<file path="src/rtl/ex_operand_stage_if.sv">
// Operand-stage bus: decode-side handshake, forwarding buses, and ALU-side outputs.
// The package carries the ALU operation encoding shared by the stage and its neighbours.
package ex_operand_pkg;
  typedef enum logic [3:0] {
    ALU_ADD  = 4'd0,
    ALU_SUB  = 4'd1,
    ALU_AND  = 4'd2,
    ALU_OR   = 4'd3,
    ALU_XOR  = 4'd4,
    ALU_SLL  = 4'd5,
    ALU_SRL  = 4'd6,
    ALU_SRA  = 4'd7,
    ALU_SLT  = 4'd8,
    ALU_SLTU = 4'd9
  } alufunc_t;
endpackage

interface ex_operand_stage_if;
  import ex_operand_pkg::*;

  logic        in_valid;
  logic        in_ready;
  logic [63:0] in_pc;
  logic [63:0] in_imm;
  logic [4:0]  in_rs1;
  logic [4:0]  in_rs2;
  logic [4:0]  in_rd;
  logic [63:0] in_rs1_data;
  logic [63:0] in_rs2_data;
  logic        in_use_pc;
  logic        in_use_imm;
  logic        in_wen;
  alufunc_t    in_alufunc;
  logic        flush;

  logic        fwd_mem_valid;
  logic [4:0]  fwd_mem_rd;
  logic [63:0] fwd_mem_data;
  logic        fwd_wb_valid;
  logic [4:0]  fwd_wb_rd;
  logic [63:0] fwd_wb_data;

  logic        out_valid;
  logic        out_ready;
  logic [63:0] out_a;
  logic [63:0] out_b;
  logic [63:0] out_store_data;
  alufunc_t    out_alufunc;
  logic [4:0]  out_rd;
  logic        out_wen;
  logic [63:0] out_pc;
  logic        hazard_stall;

  modport slave (
    input  in_valid, in_pc, in_imm, in_rs1, in_rs2, in_rd, in_rs1_data, in_rs2_data,
           in_use_pc, in_use_imm, in_wen, in_alufunc, flush,
           fwd_mem_valid, fwd_mem_rd, fwd_mem_data, fwd_wb_valid, fwd_wb_rd, fwd_wb_data,
           out_ready,
    output in_ready, out_valid, out_a, out_b, out_store_data, out_alufunc, out_rd,
           out_wen, out_pc, hazard_stall
  );

  modport master (
    output in_valid, in_pc, in_imm, in_rs1, in_rs2, in_rd, in_rs1_data, in_rs2_data,
           in_use_pc, in_use_imm, in_wen, in_alufunc, flush,
           fwd_mem_valid, fwd_mem_rd, fwd_mem_data, fwd_wb_valid, fwd_wb_rd, fwd_wb_data,
           out_ready,
    input  in_ready, out_valid, out_a, out_b, out_store_data, out_alufunc, out_rd,
           out_wen, out_pc, hazard_stall
  );
endinterface

</file>
<file path="src/rtl/ex_operand_stage.sv">
// Single-entry execute operand stage: holds one decoded instruction and builds ALU operands.
// Define FORWARD_EN to forward MEM/WB results; otherwise RAW hazards stall via hazard_stall.
module ex_operand_stage
  import ex_operand_pkg::*;
(
  input logic clk,
  input logic reset,
  ex_operand_stage_if.slave bus
);

  logic        valid_q, valid_d;
  logic [63:0] pc_q, pc_d;
  logic [63:0] imm_q, imm_d;
  logic [4:0]  rs1_q, rs1_d;
  logic [4:0]  rs2_q, rs2_d;
  logic [4:0]  rd_q, rd_d;
  logic [63:0] rs1_data_q, rs1_data_d;
  logic [63:0] rs2_data_q, rs2_data_d;
  logic        use_pc_q, use_pc_d;
  logic        use_imm_q, use_imm_d;
  logic        wen_q, wen_d;
  alufunc_t    alufunc_q, alufunc_d;

  logic        mem_hit1, mem_hit2, wb_hit1, wb_hit2;
  logic [63:0] src1, src2;
  logic        hazard, retire, ready, capture;

  // Register x0 is hardwired to zero, so a bus writing x0 never supplies a value.
  assign mem_hit1 = bus.fwd_mem_valid && (bus.fwd_mem_rd == rs1_q) && (rs1_q != 5'd0);
  assign mem_hit2 = bus.fwd_mem_valid && (bus.fwd_mem_rd == rs2_q) && (rs2_q != 5'd0);
  assign wb_hit1  = bus.fwd_wb_valid  && (bus.fwd_wb_rd  == rs1_q) && (rs1_q != 5'd0);
  assign wb_hit2  = bus.fwd_wb_valid  && (bus.fwd_wb_rd  == rs2_q) && (rs2_q != 5'd0);

`ifdef FORWARD_EN
  assign src1   = mem_hit1 ? bus.fwd_mem_data : (wb_hit1 ? bus.fwd_wb_data : rs1_data_q);
  assign src2   = mem_hit2 ? bus.fwd_mem_data : (wb_hit2 ? bus.fwd_wb_data : rs2_data_q);
  assign hazard = 1'b0;
`else
  logic rs1_used, rs2_used;
  logic unused_fwd_mem_data;

  // rs2 still matters for a store even when the ALU takes the immediate.
  assign rs1_used = !use_pc_q;
  assign rs2_used = !use_imm_q || !wen_q;
  assign src1     = rs1_data_q;
  assign src2     = rs2_data_q;
  assign hazard   = valid_q && ((rs1_used && (mem_hit1 || wb_hit1)) ||
                                (rs2_used && (mem_hit2 || wb_hit2)));
  assign unused_fwd_mem_data = ^bus.fwd_mem_data;
`endif

  assign retire  = valid_q && !hazard && bus.out_ready;
  assign ready   = !valid_q || retire;
  assign capture = bus.in_valid && ready;

  assign bus.in_ready       = ready;
  assign bus.out_valid      = valid_q && !hazard;
  assign bus.hazard_stall   = hazard;
  assign bus.out_a          = use_pc_q  ? pc_q  : src1;
  assign bus.out_b          = use_imm_q ? imm_q : src2;
  assign bus.out_store_data = src2;
  assign bus.out_alufunc    = alufunc_q;
  assign bus.out_rd         = rd_q;
  assign bus.out_wen        = wen_q;
  assign bus.out_pc         = pc_q;

  // Flush beats capture and retire; a held entry absorbs WB writes so its operands stay current.
  always_comb begin
    valid_d    = valid_q;
    pc_d       = pc_q;
    imm_d      = imm_q;
    rs1_d      = rs1_q;
    rs2_d      = rs2_q;
    rd_d       = rd_q;
    rs1_data_d = rs1_data_q;
    rs2_data_d = rs2_data_q;
    use_pc_d   = use_pc_q;
    use_imm_d  = use_imm_q;
    wen_d      = wen_q;
    alufunc_d  = alufunc_q;

    if (bus.flush) begin
      valid_d = 1'b0;
    end else if (capture) begin
      valid_d    = 1'b1;
      pc_d       = bus.in_pc;
      imm_d      = bus.in_imm;
      rs1_d      = bus.in_rs1;
      rs2_d      = bus.in_rs2;
      rd_d       = bus.in_rd;
      rs1_data_d = bus.in_rs1_data;
      rs2_data_d = bus.in_rs2_data;
      use_pc_d   = bus.in_use_pc;
      use_imm_d  = bus.in_use_imm;
      wen_d      = bus.in_wen;
      alufunc_d  = bus.in_alufunc;
    end else if (retire) begin
      valid_d = 1'b0;
    end else if (valid_q) begin
      if (wb_hit1) rs1_data_d = bus.fwd_wb_data;
      if (wb_hit2) rs2_data_d = bus.fwd_wb_data;
    end
  end

  always_ff @(posedge clk or posedge reset) begin
    if (reset) begin
      valid_q    <= 1'b0;
      pc_q       <= 64'd0;
      imm_q      <= 64'd0;
      rs1_q      <= 5'd0;
      rs2_q      <= 5'd0;
      rd_q       <= 5'd0;
      rs1_data_q <= 64'd0;
      rs2_data_q <= 64'd0;
      use_pc_q   <= 1'b0;
      use_imm_q  <= 1'b0;
      wen_q      <= 1'b0;
      alufunc_q  <= ALU_ADD;
    end else begin
      valid_q    <= valid_d;
      pc_q       <= pc_d;
      imm_q      <= imm_d;
      rs1_q      <= rs1_d;
      rs2_q      <= rs2_d;
      rd_q       <= rd_d;
      rs1_data_q <= rs1_data_d;
      rs2_data_q <= rs2_data_d;
      use_pc_q   <= use_pc_d;
      use_imm_q  <= use_imm_d;
      wen_q      <= wen_d;
      alufunc_q  <= alufunc_d;
    end
  end

endmodule

</file>
<file path="src/flat_wrapper.sv">
// flat-port wrapper written by rule: the top's interface ports become plain ports
module ex_operand_stage_flat import ex_operand_pkg::*;
  (clk, reset, bus_in_valid, bus_in_pc, bus_in_imm, bus_in_rs1, bus_in_rs2, bus_in_rd, bus_in_rs1_data, bus_in_rs2_data, bus_in_use_pc, bus_in_use_imm, bus_in_wen, bus_in_alufunc, bus_flush, bus_fwd_mem_valid, bus_fwd_mem_rd, bus_fwd_mem_data, bus_fwd_wb_valid, bus_fwd_wb_rd, bus_fwd_wb_data, bus_out_ready, bus_in_ready, bus_out_valid, bus_out_a, bus_out_b, bus_out_store_data, bus_out_alufunc, bus_out_rd, bus_out_wen, bus_out_pc, bus_hazard_stall);
  ex_operand_stage_if bus_i ();
  input logic clk;
  input logic reset;
  input wire logic [$bits(bus_i.in_valid)-1:0] bus_in_valid;
  input wire logic [$bits(bus_i.in_pc)-1:0] bus_in_pc;
  input wire logic [$bits(bus_i.in_imm)-1:0] bus_in_imm;
  input wire logic [$bits(bus_i.in_rs1)-1:0] bus_in_rs1;
  input wire logic [$bits(bus_i.in_rs2)-1:0] bus_in_rs2;
  input wire logic [$bits(bus_i.in_rd)-1:0] bus_in_rd;
  input wire logic [$bits(bus_i.in_rs1_data)-1:0] bus_in_rs1_data;
  input wire logic [$bits(bus_i.in_rs2_data)-1:0] bus_in_rs2_data;
  input wire logic [$bits(bus_i.in_use_pc)-1:0] bus_in_use_pc;
  input wire logic [$bits(bus_i.in_use_imm)-1:0] bus_in_use_imm;
  input wire logic [$bits(bus_i.in_wen)-1:0] bus_in_wen;
  input wire logic [$bits(bus_i.in_alufunc)-1:0] bus_in_alufunc;
  input wire logic [$bits(bus_i.flush)-1:0] bus_flush;
  input wire logic [$bits(bus_i.fwd_mem_valid)-1:0] bus_fwd_mem_valid;
  input wire logic [$bits(bus_i.fwd_mem_rd)-1:0] bus_fwd_mem_rd;
  input wire logic [$bits(bus_i.fwd_mem_data)-1:0] bus_fwd_mem_data;
  input wire logic [$bits(bus_i.fwd_wb_valid)-1:0] bus_fwd_wb_valid;
  input wire logic [$bits(bus_i.fwd_wb_rd)-1:0] bus_fwd_wb_rd;
  input wire logic [$bits(bus_i.fwd_wb_data)-1:0] bus_fwd_wb_data;
  input wire logic [$bits(bus_i.out_ready)-1:0] bus_out_ready;
  output wire logic [$bits(bus_i.in_ready)-1:0] bus_in_ready;
  output wire logic [$bits(bus_i.out_valid)-1:0] bus_out_valid;
  output wire logic [$bits(bus_i.out_a)-1:0] bus_out_a;
  output wire logic [$bits(bus_i.out_b)-1:0] bus_out_b;
  output wire logic [$bits(bus_i.out_store_data)-1:0] bus_out_store_data;
  output wire logic [$bits(bus_i.out_alufunc)-1:0] bus_out_alufunc;
  output wire logic [$bits(bus_i.out_rd)-1:0] bus_out_rd;
  output wire logic [$bits(bus_i.out_wen)-1:0] bus_out_wen;
  output wire logic [$bits(bus_i.out_pc)-1:0] bus_out_pc;
  output wire logic [$bits(bus_i.hazard_stall)-1:0] bus_hazard_stall;
  assign bus_i.in_valid = bus_in_valid;
  assign bus_i.in_pc = bus_in_pc;
  assign bus_i.in_imm = bus_in_imm;
  assign bus_i.in_rs1 = bus_in_rs1;
  assign bus_i.in_rs2 = bus_in_rs2;
  assign bus_i.in_rd = bus_in_rd;
  assign bus_i.in_rs1_data = bus_in_rs1_data;
  assign bus_i.in_rs2_data = bus_in_rs2_data;
  assign bus_i.in_use_pc = bus_in_use_pc;
  assign bus_i.in_use_imm = bus_in_use_imm;
  assign bus_i.in_wen = bus_in_wen;
  assign bus_i.in_alufunc = bus_in_alufunc;
  assign bus_i.flush = bus_flush;
  assign bus_i.fwd_mem_valid = bus_fwd_mem_valid;
  assign bus_i.fwd_mem_rd = bus_fwd_mem_rd;
  assign bus_i.fwd_mem_data = bus_fwd_mem_data;
  assign bus_i.fwd_wb_valid = bus_fwd_wb_valid;
  assign bus_i.fwd_wb_rd = bus_fwd_wb_rd;
  assign bus_i.fwd_wb_data = bus_fwd_wb_data;
  assign bus_i.out_ready = bus_out_ready;
  assign bus_in_ready = bus_i.in_ready;
  assign bus_out_valid = bus_i.out_valid;
  assign bus_out_a = bus_i.out_a;
  assign bus_out_b = bus_i.out_b;
  assign bus_out_store_data = bus_i.out_store_data;
  assign bus_out_alufunc = bus_i.out_alufunc;
  assign bus_out_rd = bus_i.out_rd;
  assign bus_out_wen = bus_i.out_wen;
  assign bus_out_pc = bus_i.out_pc;
  assign bus_hazard_stall = bus_i.hazard_stall;
  ex_operand_stage u_core (.clk(clk), .reset(reset), .bus(bus_i));
endmodule
</file>
<file path="config.mk">
export PLATFORM = sky130hd
export DESIGN_NAME = ex_operand_stage_flat
export DESIGN_NICKNAME = d
export VERILOG_FILES = /design/src/rtl/ex_operand_stage_if.sv /design/src/rtl/ex_operand_stage.sv /design/src/flat_wrapper.sv
export SDC_FILE = /design/constraint.sdc
export NUM_CORES = 1
export LEC_CHECK = 0
export ABC_AREA = 1
export BUFFER_PORTS_ARGS = -buffer_cell sky130_fd_sc_hd__buf_2
export CAP_MARGIN = 20
export CORE_AREA = 3 3 271 273
export DETAILED_ROUTE_END_ITERATION = 16
export DIE_AREA = 0 0 274 276
export PLACE_DENSITY = 0.49
export SLEW_MARGIN = 0
export SYNTH_ARGS = -nofsm -noshare
export SYNTH_HDL_FRONTEND = slang
export SYNTH_SLANG_ARGS = --single-unit
export TNS_END_PERCENT = 5
</file>
<file path="constraint.sdc">
create_clock -name clk -period 14.28 [get_ports clk]
set_clock_uncertainty 0.05 [all_clocks]
set_input_delay 0.714 -clock clk [delete_from_list [all_inputs] [get_ports clk]]
set_output_delay 0.714 -clock clk [all_outputs]
set_load 0.05 [all_outputs]
</file>
==> metrics, run 1 <==
status=finished clean; top cells by count, synth=971 x nand2_1, 279 x dfrtp_1, 159 x inv_1; Worst-Margin Slew=1.04 ns; Synth Area in Simple Gates=0.315; Ys Warns=0; post-synthesis register bit count=279; worst setup margin=8.98 ns; share of cells above drive strength 1=0.313; CTS clk-pin slew, worst paths=0.06 ns; number of synthesized flops with an enable pin=0; Max FO, Critical Path=70; area taken by multi-input logic gates=0.00604 mm2; Skew-Pair Late Insertion Delay=0.53 ns; ANT nets after route=0; Critical Path AT=5.68 ns; Overflow after GRT=0; Initial Util=0.198; depth of the CTS H-tree=2; pwr/cell area=163 mW/mm2; RSZ-0062 raised after global routing=no; Top FF cell, synth=dfrtp_1; area share of the largest cell type after synthesis=0.494; Synth Area in Compound Gates=0.0587; drt first pass iters=5; via/cell ratio=4.13; Avg Cell Area, Syn=7.34 um2; ranking of synthesized cells by area=dfrtp_1 49%, nand2_1 26%, mux2_2 5.1%; register area share after synthesis=0.494; synthesized net count=2347; post-synthesis mux area share=0.0510; Gates resized, CTS repair=0; crit end category=register; Final #Nets=2914; synthesized-area fraction occupied by adder cells=0; vias in the first global route=14400; Final Setup Violations=0; Max Cap Viol=0; Sink Count=279; fill cell count=7986; Die Width=274 um; TritonCTS clock tree=built; Sequential Area=0.00699 mm2; final period utilization=0.371; final number of hold-violating endpoints=0; Die Height=276 um; IO Count=692; # port buffers=627; Initial DRC Count=677; min Tclk post-route=5.30 ns; clock buffer depth=3; Max Fclk=189 MHz; LEAKAGE=11.3 nW; CP Launch Type=register; Cell variety after synth=18; Inserted Clock Buffers=36; Area Growth Syn to Fin=37.2%; pre-CTS setup slack=8.88 ns; Routed WL=61800 um; first-pass GRT wire length=90900 um; dpl hpwl=45200 um; initial antenna violation count=5; die area=0.0756 mm2; RD Place Congestion=0.881; Post-synth ARST share=1.00; final setup TNS=0 ns; post-CTS setup buffer count=0; max-slew violation count=0; routed via count=14300; WL/cell=17.8 um; row cnt=98; Crit Path Class=reg -> reg; Root Buffer=clkbuf_16; largest family of logic cells by synthesized area=simple AND/OR/NAND/NOR gates; Post-route DRC=0; largest net degree at the start of global routing=217; cts hold-fix bufs=0; GRT Util Overall=0.158; Power Total=0.00316 W; Syn Inst Count=1924; xor/xnor share of the synthesized area=0.00124; core area=0.0714 mm2; Worst EP required=14.66 ns; Worst VDD drop=0.0748 mV; count leader, synth=nand2_1; worst hold path class=in -> async; Mapped Area=0.0141 mm2; cell taking the most area after synthesis=dfrtp_1; worst relative slew slack=0.309
==> worst paths after layout <==
path,startpoint,end,slack (ns),depth (start not counted)
min in group clk,bus_flush,u_core.valid_q,0.30,2
worst max register to register,u_core.use_pc_q,u_core.bus.out_store_data[26],8.98,11
worst min register to register,u_core.rs1_data_q[29],u_core.rs1_data_q[29],0.43,2
worst min-delay path,reset,u_core.bus.out_pc[8],0.25,2
worst max-delay path,u_core.use_pc_q,u_core.bus.out_store_data[26],8.98,11
max in group asynchronous,reset,u_core.bus.out_pc[34],11.84,4
==> state kept, by name (all words and copies together), names as in the netlist <==
signal / cells
u_core.bus.out_wen: 1
u_core.rs1_q: 5
u_core.rs1_data_q: 64
u_core.use_imm_q: 1
u_core.bus.out_alufunc: 4
u_core.bus.out_pc: 64
u_core.valid_q: 1
u_core.bus.out_rd: 5
u_core.imm_q: 64
u_core.use_pc_q: 1
u_core.bus.out_store_data: 64
u_core.rs2_q: 5
==> cell families after synthesis <==
| family | count (synthesis) |
|---|---|
| AND/OR/NAND/NOR | 1135 |
| XOR/XNOR | 2 |
| AO/OA/AOI/OAI | 159 |
| flip-flops | 279 |
| buffers and inverters | 285 |
| multiplexers | 64 |
==> final cells by class <==
class | count | area share
Clock buffer | 52 | 0.0553
Sequential cell | 279 | 0.361
Timing Repair Buffer | 642 | 0.169
Multi-Input combinational cell | 1360 | 0.312
Tap cell | 950 | 0.0613
Inverter | 172 | 0.0338
Clock inverter | 12 | 0.00768
Antenna cell | 2 | 0.000258
==> stage by stage <==
| step | cell area [um2] | hold WS (ns) | std cells | util |
|---|---|---|---|---|
| 3_3_place_gp | 18100 | 0.413 | 3402 | 0.254 |
| 4_1_cts | 19400 | 0.246 | 3467 | 0.271 |
| 3_5_place_dp | 18100 | 0.415 | 3403 | 0.254 |
| 5_1_grt | 19400 | 0.270 | 3467 | 0.271 |
| 2_1_floorplan | 14100 | 0.398 | 1924 | - |
| 6_report | 19400 | 0.255 | 3469 | 0.271 |
==> metal layers <==
layer | global-route usage | part of all wire | vias to the layer above
li1 | - | - | 7082
met1 | 0.187 | 0.41 | 6595
met2 | 0.274 | 0.48 | 547
met3 | 0.0399 | 0.079 | 87
met4 | 0.0558 | 0.035 | 4
met5 | 0 | 0.00044 | -
==> cell usage in the layout, fill, tap and decap left out, types with 2 or more instances in the layout <==
| cell type | count |
|---|---|
| buf_2 | 626 |
| xnor2_1 | 2 |
| clkinv_2 | 6 |
| o21ai_0 | 58 |
| bufinv_16 | 3 |
| a21oi_1 | 17 |
| clkbuf_1 | 6 |
| o21ai_1 | 81 |
| inv_1 | 157 |
| nand2_1 | 971 |
| inv_6 | 2 |
| a21oi_4 | 2 |
| buf_12 | 2 |
| clkbuf_8 | 9 |
| inv_2 | 12 |
| nor2_1 | 22 |
| nand3_1 | 137 |
| nand2_4 | 3 |
| mux2_2 | 64 |
| buf_4 | 14 |
| diode_2 | 2 |
| dfrtp_1 | 277 |
| dfrtp_4 | 2 |
| clkbuf_16 | 37 |
==> power by group <==
part / internal [W] / leakage, nW / switching, W
combinational: 0.000282 / 7.28 / 0.000880
clock: 0.000577 / 0.603 / 0.000369
sequential: 0.000924 / 3.46 / 0.000125
==> critical path, cell delays in order (launching register included) <==
cell,delay [ns]
dfrtp_4,1.07
clkinv_2,0.79
nand2_1,0.28
nand2_1,0.13
o21ai_4,0.13
buf_4,0.63
nand2_4,0.52
buf_4,0.47
nand2_1,0.18
nand2_4,0.52
nand2_1,0.25
nand2_1,0.07
Note: power is estimated with default switching activity, not from simulation.
==> run 2, diff against run 1 <==
==> constraint.sdc (replaced) <==
create_clock -name clk -period 4.96 [get_ports clk]
set_clock_uncertainty 0.05 [all_clocks]
set_input_delay 0.248 -clock clk [delete_from_list [all_inputs] [get_ports clk]]
set_output_delay 0.248 -clock clk [all_outputs]
set_load 0.05 [all_outputs]
==> metrics, run 2 (synthesized netlist as in run 1, its figures left out) <==
status=finished clean; Crit Path Class=reg -> out; worst relative slew slack=0.335; vias in the first global route=16000; min Tclk post-route=3.26 ns; Final Setup Violations=0; Sink Count=279; routed via count=15500; Die Height=276 um; met1 Use GR=0.192; GRT Util Overall=0.164; Final #Nets=3211; pre-CTS setup slack=1.56 ns; TritonCTS clock tree=built; sequential share of power=0.322; final number of hold-violating endpoints=0; Initial DRC Count=777; most frequent cells in the layout=971 x nand2_1, 626 x buf_2, 290 x dlygate4sd3_1; initial antenna violation count=5; final setup TNS=0 ns; Max FO, Critical Path=43; # port buffers=627; Root Buffer=clkbuf_16; share of cells above drive strength 1=0.280; post-place instance area=0.0182 mm2; LEAKAGE=12.6 nW; GR peak layer=met2; fin cells=3761; depth of the CTS H-tree=2; CP Launch Type=register; Sw Share=0.427; crit end category=output port; Sw Pwr=0.00398 W; Worst-Margin Slew=0.997 ns; Die Width=274 um; row cnt=98; Inserted Clock Buffers=36; via/cell ratio=4.12; RD Place Congestion=0.878; worst setup margin=1.70 ns; post-CTS setup buffer count=0; pwr/cell area=417 mW/mm2; dpl hpwl=45600 um; first-pass GRT wire length=95800 um; Worst VDD drop=0.258 mV; commonest non-fill, non-tap cell in the layout=nand2_1; Clock Power Share=0.292; max-slew violation count=0; Skew-Pair Late Insertion Delay=0.52 ns; met3 Use GR=0.0363; Routed WL=63900 um; RSZ-0062 raised after global routing=no; CTS clk-pin slew, worst paths=0.06 ns; IO Count=692; Max Fclk=307 MHz; clock buffer depth=3; GRT met2 Usage=0.288; ANT nets after route=0; WL/cell=17.0 um; Combinational Power Share=0.386; die area=0.0756 mm2; Overflow after GRT=0; core area=0.0714 mm2; fin area=0.0223 mm2; Area Growth Syn to Fin=58.2%; worst hold path class=in -> reg; final period utilization=0.656; drt first pass iters=5; Max Cap Viol=0; Worst EP required=4.66 ns; Post-route DRC=0; Pint=0.00534 W; hold slack=0.0427 ns; Initial Util=0.198; largest net degree at the start of global routing=121; Critical Path AT=2.96 ns; Cells after DPL=3409
run 2: power groups by stage:
stage	Combinational [W]	Sequential, W	Clock [W]
final	0.00360	0.00300	0.00272
after CTS	0.00362	0.00300	0.00283
after floorplan	0.00182	0.00357	0
after global routing	0.00385	0.00305	0.00292
after detailed placement	0.00342	0.00303	0
after global placement	0.00341	0.00303	0
run 2: through the flow:
step	util	total power [W]
after floorplan	-	0.00539
after global placement	0.255	0.00645
after detailed placement	0.255	0.00645
after CTS	0.313	0.00946
after global routing	0.313	0.00982
final	0.313	0.00932
run 2: final timing paths:
check | start | end | slack [ns] | cells after the start
max in group asynchronous | reset | u_core.rs1_data_q[21] | 3.38 | 4
min reg2reg | u_core.rs1_data_q[60] | u_core.rs1_data_q[60] | 0.43 | 2
min in group asynchronous | reset | u_core.imm_q[53] | 0.30 | 3
max | u_core.use_pc_q | bus_out_a[48] | 1.70 | 6
min | bus_in_rs1_data[38] | u_core.rs1_data_q[38] | 0.04 | 5
max reg2reg | u_core.rs2_q[2] | u_core.rs1_data_q[19] | 1.71 | 17
run 2: per-layer routing:
metal	vias up	wire length [um]
met4	2	2700
met1	7129	26000
li1	7667	-
met5	-	13
met2	597	30600
met3	105	4580
run 2: worst max-delay path, stage by stage (launching register included):
cell and delay, ns:
dfrtp_4 0.64, clkinv_2 0.11, buf_4 0.31, buf_4 0.54, nand2_1 0.37, nand2_1 0.13, buf_2 0.28
run 2: final cells by class:
type                    instances  area, um2
diodes                          1       2.50
clock buffers                  54       1070
well taps                     950       1190
multi-input cells            1360       6040
fillers                      7669      49000
repair buffers                939       6270
flip-flops and latches        279       6990
clock inverters                 6        130
inverters                     172        651
run 2: what timing repair did:
item,CTS,global route
endpoints found under the hold margin,274,0
resized for setup,0,0
hold buffers,290,0
==> run 3, diff against run 2 <==
--- a/config.mk
+++ b/config.mk
@@ -5,13 +5,13 @@
 export SDC_FILE = /design/constraint.sdc
 export NUM_CORES = 1
 export LEC_CHECK = 0
-export ABC_AREA = 1
+export ABC_AREA = 0
 export BUFFER_PORTS_ARGS = -buffer_cell sky130_fd_sc_hd__buf_2
 export CAP_MARGIN = 20
-export CORE_AREA = 3 3 271 273
+export CORE_AREA = 3 3 268 270
 export DETAILED_ROUTE_END_ITERATION = 16
-export DIE_AREA = 0 0 274 276
-export PLACE_DENSITY = 0.49
+export DIE_AREA = 0 0 271 273
+export PLACE_DENSITY = 0.5
 export SLEW_MARGIN = 0
 export SYNTH_ARGS = -nofsm -noshare
 export SYNTH_HDL_FRONTEND = slang
==> constraint.sdc (replaced) <==
create_clock -name clk -period 2.7 [get_ports clk]
set_clock_uncertainty 0.05 [all_clocks]
set_input_delay 0.135 -clock clk [delete_from_list [all_inputs] [get_ports clk]]
set_output_delay 0.135 -clock clk [all_outputs]
set_load 0.05 [all_outputs]
==> metrics, run 3 <==
status=complete, but fails checks; failing checks=negative setup slack; ranking of synthesized cells by area=dfrtp_1 51%, mux2_2 43%, buf_6 0.98%; post-synthesis mux area share=0.437; Worst VDD drop=0.496 mV; LEAKAGE=10.5 nW; final core utilization=0.334; largest family of logic cells by synthesized area=multiplexers; Routed WL=54200 um; depth of the CTS H-tree=2; Max Cap Viol=0; routed via count=11800; CP Launch Type=register; Skew-Pair Late Insertion Delay=0.54 ns; synthesized-area fraction occupied by adder cells=0; post-synthesis register bit count=279; count leader, synth=mux2_2; Worst EP required=3.06 ns; most frequent cells in the layout=625 x buf_2, 519 x mux2_2, 345 x dlygate4sd3_1; Worst-Margin Slew=0.827 ns; final setup TNS=-0.143 ns; Synth Area in Compound Gates=0.00554; min Tclk post-route=2.72 ns; via/cell ratio=4.05; final number of hold-violating endpoints=0; Max Fclk=367 MHz; max-slew violation count=0; worst setup margin=-0.0247 ns; Ys Warns=0; pwr/cell area=807 mW/mm2; worst relative slew slack=0.449; Die Height=273 um; share of cells above drive strength 1=0.657; Critical Path AT=3.08 ns; TritonCTS clock tree=built; largest net degree at the start of global routing=70; vias in the first global route=13300; Post-route DRC=0; Crit Path Class=reg -> reg; top cells by count, synth=530 x mux2_2, 279 x dfrtp_1, 17 x clkbuf_1; number of synthesized flops with an enable pin=0; initial antenna violation count=7; Post-synth ARST share=1.00; cell taking the most area after synthesis=dfrtp_1; post-place instance area=0.0184 mm2; drt first pass iters=4; Root Buffer=clkbuf_16; xor/xnor share of the synthesized area=0.0127; Avg Cell Area, Syn=14.9 um2; Area Growth Syn to Fin=69.6%; synthesized net count=1349; area share of the largest cell type after synthesis=0.507; IO Count=692; crit end category=register; first-pass GRT wire length=79300 um; CTS clk-pin slew, worst paths=0.06 ns; RD Place Congestion=0.891; # port buffers=627; core area=0.0698 mm2; Cell variety after synth=27; Inserted Clock Buffers=38; Sink Count=279; dpl hpwl=38000 um; pre-CTS setup slack=-0.0890 ns; ANT nets after route=0; Initial Util=0.197; die area=0.0740 mm2; clock buffer depth=3; Final Setup Violations=14; commonest non-fill, non-tap cell in the layout=buf_2; RSZ-0062 raised after global routing=yes; WL/cell=18.6 um; Syn Inst Count=926; Initial DRC Count=265; GRT Util Overall=0.137; worst hold path class=in -> async; Max FO, Critical Path=13; Synth Area in Simple Gates=0.0101; Top FF cell, synth=dfrtp_1; final period utilization=1.01; row cnt=97; Mapped Area=0.0138 mm2; register area share after synthesis=0.507; Overflow after GRT=0; Die Width=271 um; Final #Nets=2364; fin area=0.0233 mm2
run 3: layout make-up:
type,instances,area [um2]
Fill cell,6897,46400
Multi-Input combinational cell,587,6500
Sequential cell,279,6990
Clock buffer,53,1100
Timing Repair Buffer,1032,7440
Clock inverter,9,103
Inverter,3,15.0
Antenna cell,5,12.5
Tap cell,940,1180
run 3: where the power goes:
part	switching (W)	internal, W
Combinational	0.00542	0.00281
Clock	0.00191	0.00302
Sequential	0.000625	0.00506
Total	0.00795	0.0109
run 3: metrics by stage:
| stage | std cells | hold slack, ns | power (W) |
|---|---|---|---|
| after global routing | 2907 | 0.202 | 0.0197 |
| after floorplan | 926 | 0.148 | 0.0114 |
| after CTS | 2895 | 0.151 | 0.0190 |
| after global placement | 2488 | 0.189 | 0.0134 |
| final | 2908 | 0.195 | 0.0188 |
| after detailed placement | 2488 | 0.195 | 0.0135 |
run 3: worst max-delay path, stage by stage, from the launching register on:
cell and delay [ns]:
dfrtp_2 0.44, or4_1 0.55, nor2_2 0.13, nor3_1 0.07, o21ai_2 0.08, nand4_1 0.22, buf_6 0.21, buf_12 0.15
buf_12 0.15, mux2_2 0.27, mux2_2 0.27
run 3: kinds of logic (layout without fill, tap and decap cells):
kind of cell / count (synthesis) / in the layout
xor+xnor: 20 / 20
mux: 534 / 534
compound gates: 8 / 8
simple gates: 25 / 25
flops: 279 / 279
buf+inv: 60 / 1097
other cells: 0 / 5
run 3: repair_timing:
action                                 4_1_cts  5_1_grt
buffers inserted                             1        4
resized for setup                           11       23
hold buffers                               345        0
setup endpoints to repair                  191      175
pin swaps                                    5        5
gates cloned                                 0        4
endpoints found under the hold margin      306        0
run 3: final timing paths:
kind	slack, ns	depth (start not counted)	to	start
setup / recovery	-0.02	10	u_core.bus.out_store_data[23]	u_core.rs1_q[2]
hold reg to reg	0.45	1	u_core.imm_q[17]	u_core.imm_q[17]
hold / removal	0.19	3	u_core.bus.out_alufunc[3]	reset
min in group clk	0.31	3	u_core.bus.out_pc[12]	bus_in_pc[12]
max in group asynchronous	1.41	5	u_core.imm_q[53]	reset
setup reg to reg	-0.02	10	u_core.bus.out_store_data[23]	u_core.rs1_q[2]
run 3: metal layers:
layer / routed length (um) / track usage / vias to the layer above
met5: 27 / 0 / -
met4: 1630 / 0.0517 / 4
met3: 3190 / 0.0353 / 107
met2: 28100 / 0.249 / 436
met1: 21300 / 0.154 / 5814
li1: - / - / 5404
